--- config.mk ---
export PLATFORM = sky130hd
export DESIGN_NAME = sdram_refresh_sched
export DESIGN_NICKNAME = d
export VERILOG_FILES = /design/src/rtl/sdram_refresh_sched.sv
export SDC_FILE = /design/constraint.sdc
export NUM_CORES = 1
export LEC_CHECK = 0
export BUFFER_PORTS_ARGS = -buffer_cell sky130_fd_sc_hd__buf_4
export CORE_ASPECT_RATIO = 1.5
export CORE_UTILIZATION = 60
export DETAILED_ROUTE_END_ITERATION = 8
export PLACE_DENSITY = 0.83
export SLEW_MARGIN = 20
export SYNTH_ARGS = -nofsm -noshare
export SYNTH_HDL_FRONTEND = slang
export SYNTH_SLANG_ARGS = --single-unit
--- constraint.sdc ---
create_clock -name ClkIn -period 2.5 [get_ports ClkIn]
set_input_delay 0.125 -clock ClkIn [delete_from_list [all_inputs] [get_ports ClkIn]]
set_output_delay 0.125 -clock ClkIn [all_outputs]
set_load 0.02 [all_outputs]
--- src/rtl/sdram_refresh_sched.sv ---
// SDRAM housekeeping scheduler: power-up sequence, then periodic AUTO REFRESH requests with a bounded backlog.
// Optional statistics outputs (RefCount, OvfCount) are enabled by defining SDRAM_REF_STATS_EN.
module sdram_refresh_sched #(
  parameter int unsigned INIT_TICKS     = 200,
  parameter int unsigned REF_TICKS      = 78,
  parameter int unsigned INIT_REFRESHES = 8,
  parameter int unsigned MAX_PENDING    = 8,
  parameter int unsigned CNT_W          = 16
) (
  input  logic        ClkIn,
  input  logic        Reset,
  input  logic        TickIn,
  output logic        CmdReq,
  output logic [1:0]  CmdCode,
  input  logic        CmdAck,
  output logic        InitDone,
  output logic [3:0]  Pending,
  output logic        Urgent,
  output logic        Overflow
`ifdef SDRAM_REF_STATS_EN
  ,
  output logic [31:0] RefCount,
  output logic [15:0] OvfCount
`endif
);

  localparam int unsigned RC_W = $clog2(INIT_REFRESHES) + 1;

  typedef enum logic [2:0] {
    S_WAIT_INIT,
    S_PRECHARGE,
    S_INIT_REF,
    S_LOAD_MODE,
    S_RUN
  } state_t;

  typedef enum logic [1:0] {
    CMD_NONE      = 2'b00,
    CMD_PRECHARGE = 2'b01,
    CMD_REFRESH   = 2'b10,
    CMD_LOAD_MODE = 2'b11
  } cmd_t;

  state_t           r_state;
  cmd_t             r_cmd_code;
  logic             r_cmd_req;
  logic             r_init_done;
  logic [3:0]       r_pending;
  logic             r_urgent;
  logic             r_overflow;
  logic [CNT_W-1:0] r_cnt;
  logic [RC_W-1:0]  r_refcnt;
  logic             r_sync1;
  logic             r_sync2;
  logic             r_sync3;
  logic             r_tick;

  logic             w_accept;
  logic             w_due;
  logic             w_drop;
  logic [3:0]       w_pending_nxt;

  assign w_accept = r_cmd_req & CmdAck;
  assign w_due    = (r_state == S_RUN) & r_tick & (r_cnt == CNT_W'(REF_TICKS - 1));
  assign w_drop   = w_due & ~w_accept & (r_pending == 4'(MAX_PENDING));

  // A due refresh and an accept in the same cycle cancel each other out.
  always_comb begin
    w_pending_nxt = r_pending;
    if (w_due && !w_accept && (r_pending != 4'(MAX_PENDING))) begin
      w_pending_nxt = r_pending + 4'd1;
    end else if (w_accept && !w_due && (r_pending != '0)) begin
      w_pending_nxt = r_pending - 4'd1;
    end
  end

  always_ff @(posedge ClkIn) begin
    if (Reset) begin
      r_state     <= S_WAIT_INIT;
      r_cmd_code  <= CMD_NONE;
      r_cmd_req   <= 1'b0;
      r_init_done <= 1'b0;
      r_pending   <= '0;
      r_urgent    <= 1'b0;
      r_overflow  <= 1'b0;
      r_cnt       <= '0;
      r_refcnt    <= '0;
      r_sync1     <= 1'b0;
      r_sync2     <= 1'b0;
      r_sync3     <= 1'b0;
      r_tick      <= 1'b0;
    end else begin
      r_sync1 <= TickIn;
      r_sync2 <= r_sync1;
      r_sync3 <= r_sync2;
      r_tick  <= r_sync2 & ~r_sync3;

      case (r_state)
        S_WAIT_INIT: begin
          if (r_tick) begin
            if (r_cnt == CNT_W'(INIT_TICKS - 1)) begin
              r_cnt      <= '0;
              r_state    <= S_PRECHARGE;
              r_cmd_req  <= 1'b1;
              r_cmd_code <= CMD_PRECHARGE;
            end else begin
              r_cnt <= r_cnt + 1'b1;
            end
          end
        end

        S_PRECHARGE: begin
          if (w_accept) begin
            r_cmd_req  <= 1'b0;
            r_cmd_code <= CMD_NONE;
            r_refcnt   <= '0;
            r_state    <= S_INIT_REF;
          end else if (!r_cmd_req) begin
            r_cmd_req  <= 1'b1;
            r_cmd_code <= CMD_PRECHARGE;
          end
        end

        S_INIT_REF: begin
          if (w_accept) begin
            r_cmd_req  <= 1'b0;
            r_cmd_code <= CMD_NONE;
            if (r_refcnt == RC_W'(INIT_REFRESHES - 1)) begin
              r_state <= S_LOAD_MODE;
            end else begin
              r_refcnt <= r_refcnt + 1'b1;
            end
          end else if (!r_cmd_req) begin
            r_cmd_req  <= 1'b1;
            r_cmd_code <= CMD_REFRESH;
          end
        end

        S_LOAD_MODE: begin
          if (w_accept) begin
            r_cmd_req   <= 1'b0;
            r_cmd_code  <= CMD_NONE;
            r_init_done <= 1'b1;
            r_cnt       <= '0;
            r_state     <= S_RUN;
          end else if (!r_cmd_req) begin
            r_cmd_req  <= 1'b1;
            r_cmd_code <= CMD_LOAD_MODE;
          end
        end

        S_RUN: begin
          if (r_tick) begin
            r_cnt <= w_due ? '0 : r_cnt + 1'b1;
          end
          r_pending <= w_pending_nxt;
          r_urgent  <= (w_pending_nxt >= 4'(MAX_PENDING - 1));
          if (w_drop) begin
            r_overflow <= 1'b1;
          end
          // The accept cycle always forces one idle cycle before the next request.
          if (!w_accept && (w_pending_nxt != '0)) begin
            r_cmd_req  <= 1'b1;
            r_cmd_code <= CMD_REFRESH;
          end else begin
            r_cmd_req  <= 1'b0;
            r_cmd_code <= CMD_NONE;
          end
        end

        default: begin
          r_state    <= S_WAIT_INIT;
          r_cmd_req  <= 1'b0;
          r_cmd_code <= CMD_NONE;
        end
      endcase
    end
  end

  assign CmdReq   = r_cmd_req;
  assign CmdCode  = r_cmd_code;
  assign InitDone = r_init_done;
  assign Pending  = r_pending;
  assign Urgent   = r_urgent;
  assign Overflow = r_overflow;

`ifdef SDRAM_REF_STATS_EN
  logic [31:0] r_ref_count;
  logic [15:0] r_ovf_count;

  always_ff @(posedge ClkIn) begin
    if (Reset) begin
      r_ref_count <= '0;
      r_ovf_count <= '0;
    end else begin
      if ((r_state == S_RUN) && w_accept && (r_ref_count != '1)) begin
        r_ref_count <= r_ref_count + 32'd1;
      end
      if (w_drop && (r_ovf_count != '1)) begin
        r_ovf_count <= r_ovf_count + 16'd1;
      end
    end
  end

  assign RefCount = r_ref_count;
  assign OvfCount = r_ovf_count;
`endif

endmodule

# ---- Word level (Yosys, flattened, before mapping)
# Index checks and enable logic that the tools add are counted.
dict set report totals {
  regBits 37
  input_bits 4
  elab_cells 101
}
dict set report op_classes {
  n_addsub 4
  order_cmp 1
  n_eq_ne 20
  n_mux 34
  bitwise 9
  reduce_logical 20
}
# op count
set op_table {}
lappend op_table {{$mux 16} 5}
lappend op_table {{$pmux 16 s3} 1}
lappend op_table {{$mux 4} 5}
lappend op_table {{$mux 2} 9}
lappend op_table {{$mux 3} 6}
lappend op_table {{$add 16x1->16 const B} 1}
lappend op_table {{$eq 16x7->1 const B} 1}
lappend op_table {{$eq 16x8->1 const B} 1}
lappend op_table {{$ne 2x2->1 const B} 8}
lappend op_table {{$pmux 3 s5} 1}
lappend op_table {{$pmux 2 s5} 1}
lappend op_table {{$ne 3x3->1 const B} 3}
lappend op_table {{$add 4x1->4 const B} 2}
lappend op_table {{$pmux 4 s2} 1}
lappend op_table {{$reduce_and 4->1} 2}
lappend op_table {{$reduce_bool 4->1} 2}
lappend op_table {{$reduce_and 7->1} 1}
lappend op_table {{$and 1x1->1} 6}
lappend op_table {{$eq 3x2->1 const B} 2}
lappend op_table {{$reduce_and 2->1} 3}
lappend op_table {{$logic_and 1x1->1} 5}
lappend op_table {{$reduce_and 5->1} 1}
lappend op_table {{$eq 4x3->1 const B} 1}
lappend op_table {{$eq 4x4->1 const B} 1}
lappend op_table {{13 further kinds} 19}

# ---- Logic depth before layout (Yosys ltp)
# Gate-level depths: netlist of the first run.
dict set report logic_depth {
  word_depth 12
  mapped_depth 9
}

# ---- Least setup slack after synthesis of the first run
# OpenSTA, ideal clock, no wires.
dict set report synth_timing {
  path_kind {register to register}
  startpoint {register r_cnt[4]}
  endpoint {register r_cmd_req, in the netlist CmdReq}
  arrival_ns 2.078
  t_required_ns 2.364
  setup_slack_ns 0.286
  path_stages_with_launch 7
  path_buffers 0
  synth_period_minus_slack_ns 2.214
  cell_sequence {dfxtp_1 -> or4_4 -> or4_4 -> nor2_4 -> mux2_1 -> a21oi_1 -> a311oi_1}
}
dict set report synth_between {
  elab_chain_len 11
  word_cells_on_any_way 16
  cone_classes {3 x eq/ne; 4 x mux; 1 x bitwise; 8 x reduce/logical}
}
# element line
set synth_lines {}
lappend synth_lines {{start, declared} 51} ;# logic [CNT_W-1:0] r_cnt;
lappend synth_lines {{start signal, assigned} 107} ;# r_cnt <= r_cnt + 1'b1;
lappend synth_lines {{start signal, assigned} 154} ;# r_cnt <= w_due ? '0 : r_cnt + 1'b1;
lappend synth_lines {{$eq 16x7->1} 64} ;# assign w_due = (r_state == S_RUN) & r_tick & (r_cnt == CNT_W'(REF_TICKS - 1));
lappend synth_lines {{$and 1x1->1} 64}
lappend synth_lines {{$logic_not 1->1} 72} ;# end else if (w_accept && !w_due && (r_pending != '0)) begin
lappend synth_lines {{$logic_and 1x1->1 (2 in series)} 72}
lappend synth_lines {{$mux 4} 72}
lappend synth_lines {{$mux 4} 70} ;# if (w_due && !w_accept && (r_pending != 4'(MAX_PENDING))) begin
lappend synth_lines {{$reduce_bool 4->1} 162} ;# if (!w_accept && (w_pending_nxt != '0)) begin
lappend synth_lines {{$logic_and 1x1->1} 162}
lappend synth_lines {{$mux 1} 162}
lappend synth_lines {{$pmux 1 s3} 98} ;# case (r_state)
lappend synth_lines {{end signal, assigned} 104} ;# r_cmd_req <= 1'b1;
lappend synth_lines {{end signal, assigned} 163} ;# r_cmd_req <= 1'b1;
lappend synth_lines {{end signal, assigned} 166} ;# r_cmd_req <= 1'b0;
lappend synth_lines {{end, declared} 46} ;# logic r_cmd_req;
# Several ways; a longest one is shown, not always the timed one.
# A chain may end at the register's enable or synchronous reset.

# ---- Final worst setup path of the first run
dict set report layout_timing {
  startpoint {register r_cnt[12]}
  endpoint {register r_cmd_code[1], in the netlist CmdCode[1]}
}
dict set report layout_between {
  elab_chain_len 11
  word_cells_on_any_way 16
  cone_classes {3 x eq/ne; 4 x mux; 1 x bitwise; 8 x reduce/logical}
}
# element line
set layout_lines {}
lappend layout_lines {{$eq 16x7->1} 64}
lappend layout_lines {{$and 1x1->1} 64}
lappend layout_lines {{$logic_not 1->1} 72}
lappend layout_lines {{$logic_and 1x1->1 (2 in series)} 72}
lappend layout_lines {{$mux 4} 72}
lappend layout_lines {{$mux 4} 70}
lappend layout_lines {{$reduce_bool 4->1} 162}
lappend layout_lines {{$logic_and 1x1->1} 162}
lappend layout_lines {{$mux 2} 162}
lappend layout_lines {{$pmux 2 s5} 98}
lappend layout_lines {{end signal, assigned} 105} ;# r_cmd_code <= CMD_PRECHARGE;
lappend layout_lines {{end signal, assigned} 164} ;# r_cmd_code <= CMD_REFRESH;
lappend layout_lines {{end signal, assigned} 167} ;# r_cmd_code <= CMD_NONE;
lappend layout_lines {{end, declared} 45} ;# cmd_t r_cmd_code;
# Several ways; a longest one is shown, not always the timed one.

==> results.ini, run 1 <==
[sta]
hold_viol = 0
timing.hold.ws_ps = 71.2
tightest_slew_ps = 455
clock_skew_ps = 7.64
setup_viol = 0
drv_slew = 0
period_minus_slack_ps = 2350
fmax_mhz = 425
max_slew_margin_pct = 69.4
grt_setup_unrepaired = no
finalCritPeriodShare_pct = 94.2
fin_setup_tns_ps = 0

[job]
maxCapViolCount = 0

[floorplanning]
die_w_um = 50.0
start_util_pct = 64.4
die_y_um = 74.0
core_um2 = 3220
ios = 14
dieArea_um2 = 3700
fp-row-count = 25

[yosys]
ys.flop_type = dfxtp_1
netlist_area_um2 = 2080
async_reset_ff_share_pct = 0
synth_top_cells_by_count = 37 x dfxtp_1, 34 x nor2_1, 20 x nand2_1
synthCells = 257
synth-seq-area-share_pct = 35.7
synth-edff-count = 0
syn_nets = 266
synth.distinct_cells = 50
ys_warn_count = 0
netlist.area_leader.share_pct = 35.7
ys_ff_latch = 37
synthTopCellsByArea = dfxtp_1 36%, nor2_1 6.1%, xnor2_1 5.5%
yosysMostFrequentCell = dfxtp_1
avgSynthCellArea_um2 = 8.08
synth_area_leader_cell = dfxtp_1

[grt]
grt_use_met3_pct = 5.73
grtUsageMet2_pct = 45.2
grt_overflow_total = 0
antenna_found_initial = 0
top_usage_layer = met2
grt_use_total_pct = 26.1
grt_pass1_wl_mm = 7.33
grtUsageMet1_pct = 29.2
grt_pass1_vias = 1731
grt_max_degree = 22

[min_path]
hold_path_class = input pin to flip-flop
worstHoldPathCells = 2

[final_layout]
final_util_pct = 71.6
nNetsFinal = 281
multiInputGateArea_um2 = 1260
drive_gt1_share_pct = 13.6
diodes = 0
seq_area_um2 = 741
syn_to_final_growth_pct = 11.1
nFillCells = 269

[pwr]
peakVddDrop_v = 0.000647
clock_power_share_pct = 40.2
sw_frac_of_total_pct = 20.7
pwr-share-seq_pct = 57.5
p_int_mw = 0.821
combPwrFrac_pct = 2.3
p_per_area_nw_per_um2 = 449
p_sw_mw = 0.214
leakage_nw = 0.824

[worst_setup_path]
slowest_stage = or4_4
crit_required_ps = 2660
crit_type = flip-flop to flip-flop
cp_common_cell = or4_4
cp-start-kind = flip-flop
max_stage_delay_ps = 590
crit_path_end_kind = flip-flop
crit_fanout = 4
cp.arrival_ps = 2510
cp_cell_sequence = or4_4 > or4_4 > nor2_4 > mux2_1 > a21oi_1 > a311oi_1
rr_worst_depth = 6

[detailed_routing]
antenna_left = 0
num_vias = 1825
drc = 0
viasPerCell = 5.85
drt_iter0_markers = 41
wl_per_cell_um = 14.0
totalWireLength_mm = 4.37
dr.pass1.iters = 4

[clock_tree]
clk_latency_ps = 290
cts_root_buf = clkbuf_8
cts_tree = done
cts_num_sinks = 37
cts_hold_buffers = 0
ctsResizeCount = 0
htreeDepth = 2
cts_inserted_buffers = 5
clockBufferDepth = 2
postCtsSetupBuffers = 0
clk_pin_slew_ps = 70

[status]
status = finished clean

[placed_design]
gp_congestion = 0.891
hpwl_mm = 3.24
port_buffers = 13

==> sequential cells by signal (all words and copies together) (netlist names) <==
name and cells:
CmdCode 2, CmdReq 1, InitDone 1, Overflow 1, Pending 4, Urgent 1, r_cnt 16, r_refcnt 4
r_state 3, r_sync1 1, r_sync2 1, r_sync3 1, r_tick 1
==> path summary, 6_finish.rpt <==
path	startpoint	endpoint	slack (ps)
worst min register to register	r_sync3	r_tick	380
worst min-delay path	TickIn	r_sync1	70
worst max register to register	r_cnt[12]	CmdCode[1]	150
worst max-delay path	r_cnt[12]	CmdCode[1]	150
==> cell families (layout without fill, tap and decap cells) <==
| logic type | Yosys count | after routing | synth area share [%] |
|---|---|---|---|
| flip-flops | 37 | 37 | 35.7 |
| AND/OR/NAND/NOR | 124 | 124 | 32.3 |
| AO/OA/AOI/OAI | 50 | 50 | 15.8 |
| adder cells (fa/ha/maj) | 5 | 5 | 3.01 |
| buffers and inverters | 19 | 34 | 3.62 |
| multiplexers | 4 | 4 | 1.99 |
| XOR/XNOR | 18 | 18 | 7.59 |
==> routing by layer <==
metal	part of all wire [%]	routed length [um]
met4	3.2	140
met2	49	2160
met5	0	0
met1	44	1940
met3	3.1	134
==> power groups by stage <==
| stage | clock [mW] | combinational, mW | sequential, mW |
|---|---|---|---|
| 2_1_floorplan | 0 | 0.0160 | 0.608 |
| 3_3_place_gp | 0 | 0.0237 | 0.608 |
| 3_5_place_dp | 0 | 0.0244 | 0.608 |
| 4_1_cts | 0.427 | 0.0245 | 0.595 |
| 5_1_grt | 0.451 | 0.0270 | 0.595 |
| 6_report | 0.416 | 0.0243 | 0.595 |
==> stage by stage <==
stage	worst slack, ps	area (um^2)	std cells	total power [mW]
2_1_floorplan	286	2080	257	0.624
3_3_place_gp	233	2220	305	0.632
3_5_place_dp	180	2220	305	0.633
4_1_cts	157	2310	312	1.05
5_1_grt	67.0	2310	312	1.07
6_report	145	2310	312	1.03
==> cell type report <==
| cell class | instances | area share, % |
|---|---|---|
| Inverter | 9 | 1.47 |
| Sequential cell | 37 | 32.1 |
| Clock buffer | 7 | 3.74 |
| Tap cell | 40 | 2.17 |
| Timing Repair Buffer | 18 | 5.86 |
| Multi-Input combinational cell | 201 | 54.6 |
==> cells in the final DEF, fill, tap and decap left out, types with 3 or more instances in the layout <==
cell | netlist | layout
o21ai_0 | 10 | 10
nand2b_1 | 8 | 8
nor3_1 | 13 | 13
nand4_1 | 5 | 5
dfxtp_1 | 37 | 37
xnor2_1 | 13 | 13
inv_1 | 9 | 9
clkbuf_8 | 0 | 6
and2_1 | 5 | 5
and3_1 | 4 | 4
nor2b_1 | 7 | 7
or4_4 | 3 | 3
xor2_1 | 5 | 5
nor2_1 | 34 | 34
a211oi_1 | 4 | 4
o21ai_2 | 3 | 3
buf_4 | 1 | 18
nand2_1 | 20 | 20
nand3_1 | 7 | 7
a31oi_1 | 4 | 4
ha_1 | 5 | 5
mux2i_1 | 3 | 3
a21oi_1 | 15 | 15
==> critical path: cells and delay by family, from the launching register on <==
| family | cells | cell delay [ps] |
|---|---|---|
| simple gates | 3 | 1300 |
| mux | 1 | 350 |
| flops | 1 | 340 |
| compound gates | 2 | 230 |
Note: power is estimated with default switching activity, not from simulation.
==> run 2, diff against run 1 <==
--- a/config.mk
+++ b/config.mk
@@ -8,6 +8,7 @@
 export BUFFER_PORTS_ARGS = -buffer_cell sky130_fd_sc_hd__buf_4
 export CORE_ASPECT_RATIO = 1.5
 export CORE_UTILIZATION = 60
+export CTS_BUF_LIST = sky130_fd_sc_hd__clkbuf_8
 export DETAILED_ROUTE_END_ITERATION = 8
 export PLACE_DENSITY = 0.83
 export SLEW_MARGIN = 20
==> run 2 against run 1 <==
Against the previous run:
- final cell count stayed put
- worst setup slack better by 5.7 ps
- highest routed layer unchanged
- sequential share of layout area unchanged
- flip-flop and latch count is the same
- register-to-register slack about the same
- critical endpoint unchanged
- maximum frequency rose by 0.24%
- die area is the same
- global-route usage unchanged
- largest power group unchanged
- worst hold slack worse by 0.64 ps
==> results.ini, run 2 (same netlist as run 1, synthesis figures left out) <==
[detailed_routing]
totalWireLength_mm = 4.37  ; -0.16%
wl_per_cell_um = 14.0  ; -0.16%
drt_iter0_markers = 41  ; unchanged
num_vias = 1831  ; +0.33%
dr.pass1.iters = 4  ; unchanged
viasPerCell = 5.87  ; +0.33%
antenna_left = 0  ; unchanged
drc = 0  ; unchanged

[min_path]
hold_path_end = r_sync1
hold_path_class = input pin to flip-flop
hold_start = TickIn
worstHoldPathCells = 2  ; unchanged

[floorplanning]
core_um2 = 3220  ; unchanged
start_util_pct = 64.4  ; unchanged
ios = 14  ; unchanged
fp-row-count = 25  ; unchanged
die_y_um = 74.0  ; unchanged
dieArea_um2 = 3700  ; unchanged
die_w_um = 50.0  ; unchanged

[final_layout]
nNetsFinal = 281  ; unchanged
largest_reg_flops = 16  ; unchanged
diodes = 0  ; unchanged
syn_to_final_growth_pct = 11.1  ; unchanged
layout_common_cells = 37 x dfxtp_1, 34 x nor2_1, 20 x nand2_1, 18 x buf_4, 15 x a21oi_1
final_common_cell = dfxtp_1
largest-register = r_cnt
drive_gt1_share_pct = 13.6  ; unchanged

[sta]
timing.hold.ws_ps = 70.6  ; -0.642 ps
finalCritPeriodShare_pct = 94.0  ; -0.23 points
clock_skew_ps = 7.50  ; -0.140 ps
tightest_slew_ps = 451  ; -4.64 ps
max_slew_margin_pct = 69.7  ; +0.31 points
setup_viol = 0  ; unchanged
hold_viol = 0  ; unchanged
fin_setup_tns_ps = 0  ; unchanged
fmax_mhz = 426  ; +0.24%
grt_setup_unrepaired = no
period_minus_slack_ps = 2350  ; -5.75 ps
fin_ws_ps = 151  ; +5.75 ps
drv_slew = 0  ; unchanged

[worst_setup_path]
crit_required_ps = 2660  ; about the same
cp_cell_sequence = or4_4 > or4_4 > nor2_4 > mux2_1 > a21oi_1 > a311oi_1
cp-start-kind = flip-flop
cp.arrival_ps = 2510  ; about the same
r2r_start = r_cnt[12]
crit_fanout = 4  ; unchanged
slowest_stage = or4_4
cp_num_buf_inv = 0  ; unchanged
crit_type = flip-flop to flip-flop
regToRegSetupSlack_ps = 150  ; about the same
crit_family = simple AND/OR/NAND/NOR gates
max_stage_delay_ps = 590  ; about the same
cp_common_cell = or4_4
r2r-end = CmdCode[1]
rr_worst_depth = 6  ; unchanged
crit_path_end_kind = flip-flop

[status]
status = finished clean

[clock_tree]
cts_root_buf = clkbuf_8
cts_tree = done
htreeDepth = 2  ; unchanged
cts_inserted_buffers = 5  ; unchanged
clockBufferDepth = 2  ; unchanged
clk_pin_slew_ps = 70  ; about the same
cts_num_sinks = 37  ; unchanged
postCtsSetupBuffers = 0  ; unchanged
clk_latency_ps = 290  ; about the same
ctsResizeCount = 0  ; unchanged
cts_hold_buffers = 0  ; unchanged

[placed_design]
gp_congestion = 0.891  ; unchanged
hpwl_mm = 3.24  ; unchanged
pre_cts_slack_ps = 180  ; unchanged
port_buffers = 13  ; unchanged

[job]
maxCapViolCount = 0  ; unchanged

[pwr]
power.total_mw = 1.03  ; -0.29%
peakVddDrop_v = 0.000648  ; +0.26%
p_per_area_nw_per_um2 = 447  ; -0.29%
leakage_nw = 0.828  ; +0.50%

[grt]
grt_pass1_wl_mm = 7.33  ; unchanged
grt_use_total_pct = 26.1  ; unchanged
grt_overflow_total = 0  ; unchanged
antenna_found_initial = 0  ; unchanged
grt_pass1_vias = 1731  ; unchanged
grt_max_degree = 22  ; unchanged

==> run 2: cell types whose count changed in the layout (fill, tap and decap cells not counted) <==
cell | previous run | this run
inv_1 | 9 | 10
clkbuf_1 | 1 | 0
==> run 2: worst max-delay path by stage <==
| stage | end | slack, ps | start | cells after the start |
|---|---|---|---|---|
| CTS | CmdCode[1] | 160 | r_cnt[12] | 6 |
| global route | CmdCode[1] | 70 | r_cnt[12] | 6 |
| floorplan | CmdReq | 290 | r_cnt[4] | 6 |
| global placement | CmdReq | 230 | r_cnt[4] | 6 |
| detailed placement | CmdReq | 180 | r_cnt[4] | 6 |
| finish | CmdCode[1] | 150 | r_cnt[12] | 6 |
==> run 2: power breakdown <==
group	internal, mW	switching, mW
clock	0.214	0.198
combinational	0.00925	0.0151
sequential	0.593	0.00185
==> run 2: per-layer routing <==
metal	vias to the layer above	GRT usage [%]	share of wire [%]
met5	-	0	0
met4	0	14.9	3.6
met3	16	5.73	2.9
met2	36	45.2	49
met1	834	29.2	44
li1	945	-	-
==> run 2: layout make-up <==
cell class / instances / area, um^2
multi-input cells: 201 / 1260
fillers: 269 / 916
flip-flops and latches: 37 / 741
repair buffers: 18 / 135
clock buffers: 6 / 82.6
well taps: 40 / 50.0
inverters: 9 / 33.8
clock inverters: 1 / 3.75
==> run 2: through the flow <==
stage	area [um^2]	std cells	utilization, %
floorplan	2080	257	-
global placement	2220	305	68.9
detailed placement	2220	305	68.9
CTS	2310	312	71.6
global route	2310	312	71.6
finish	2310	312	71.6
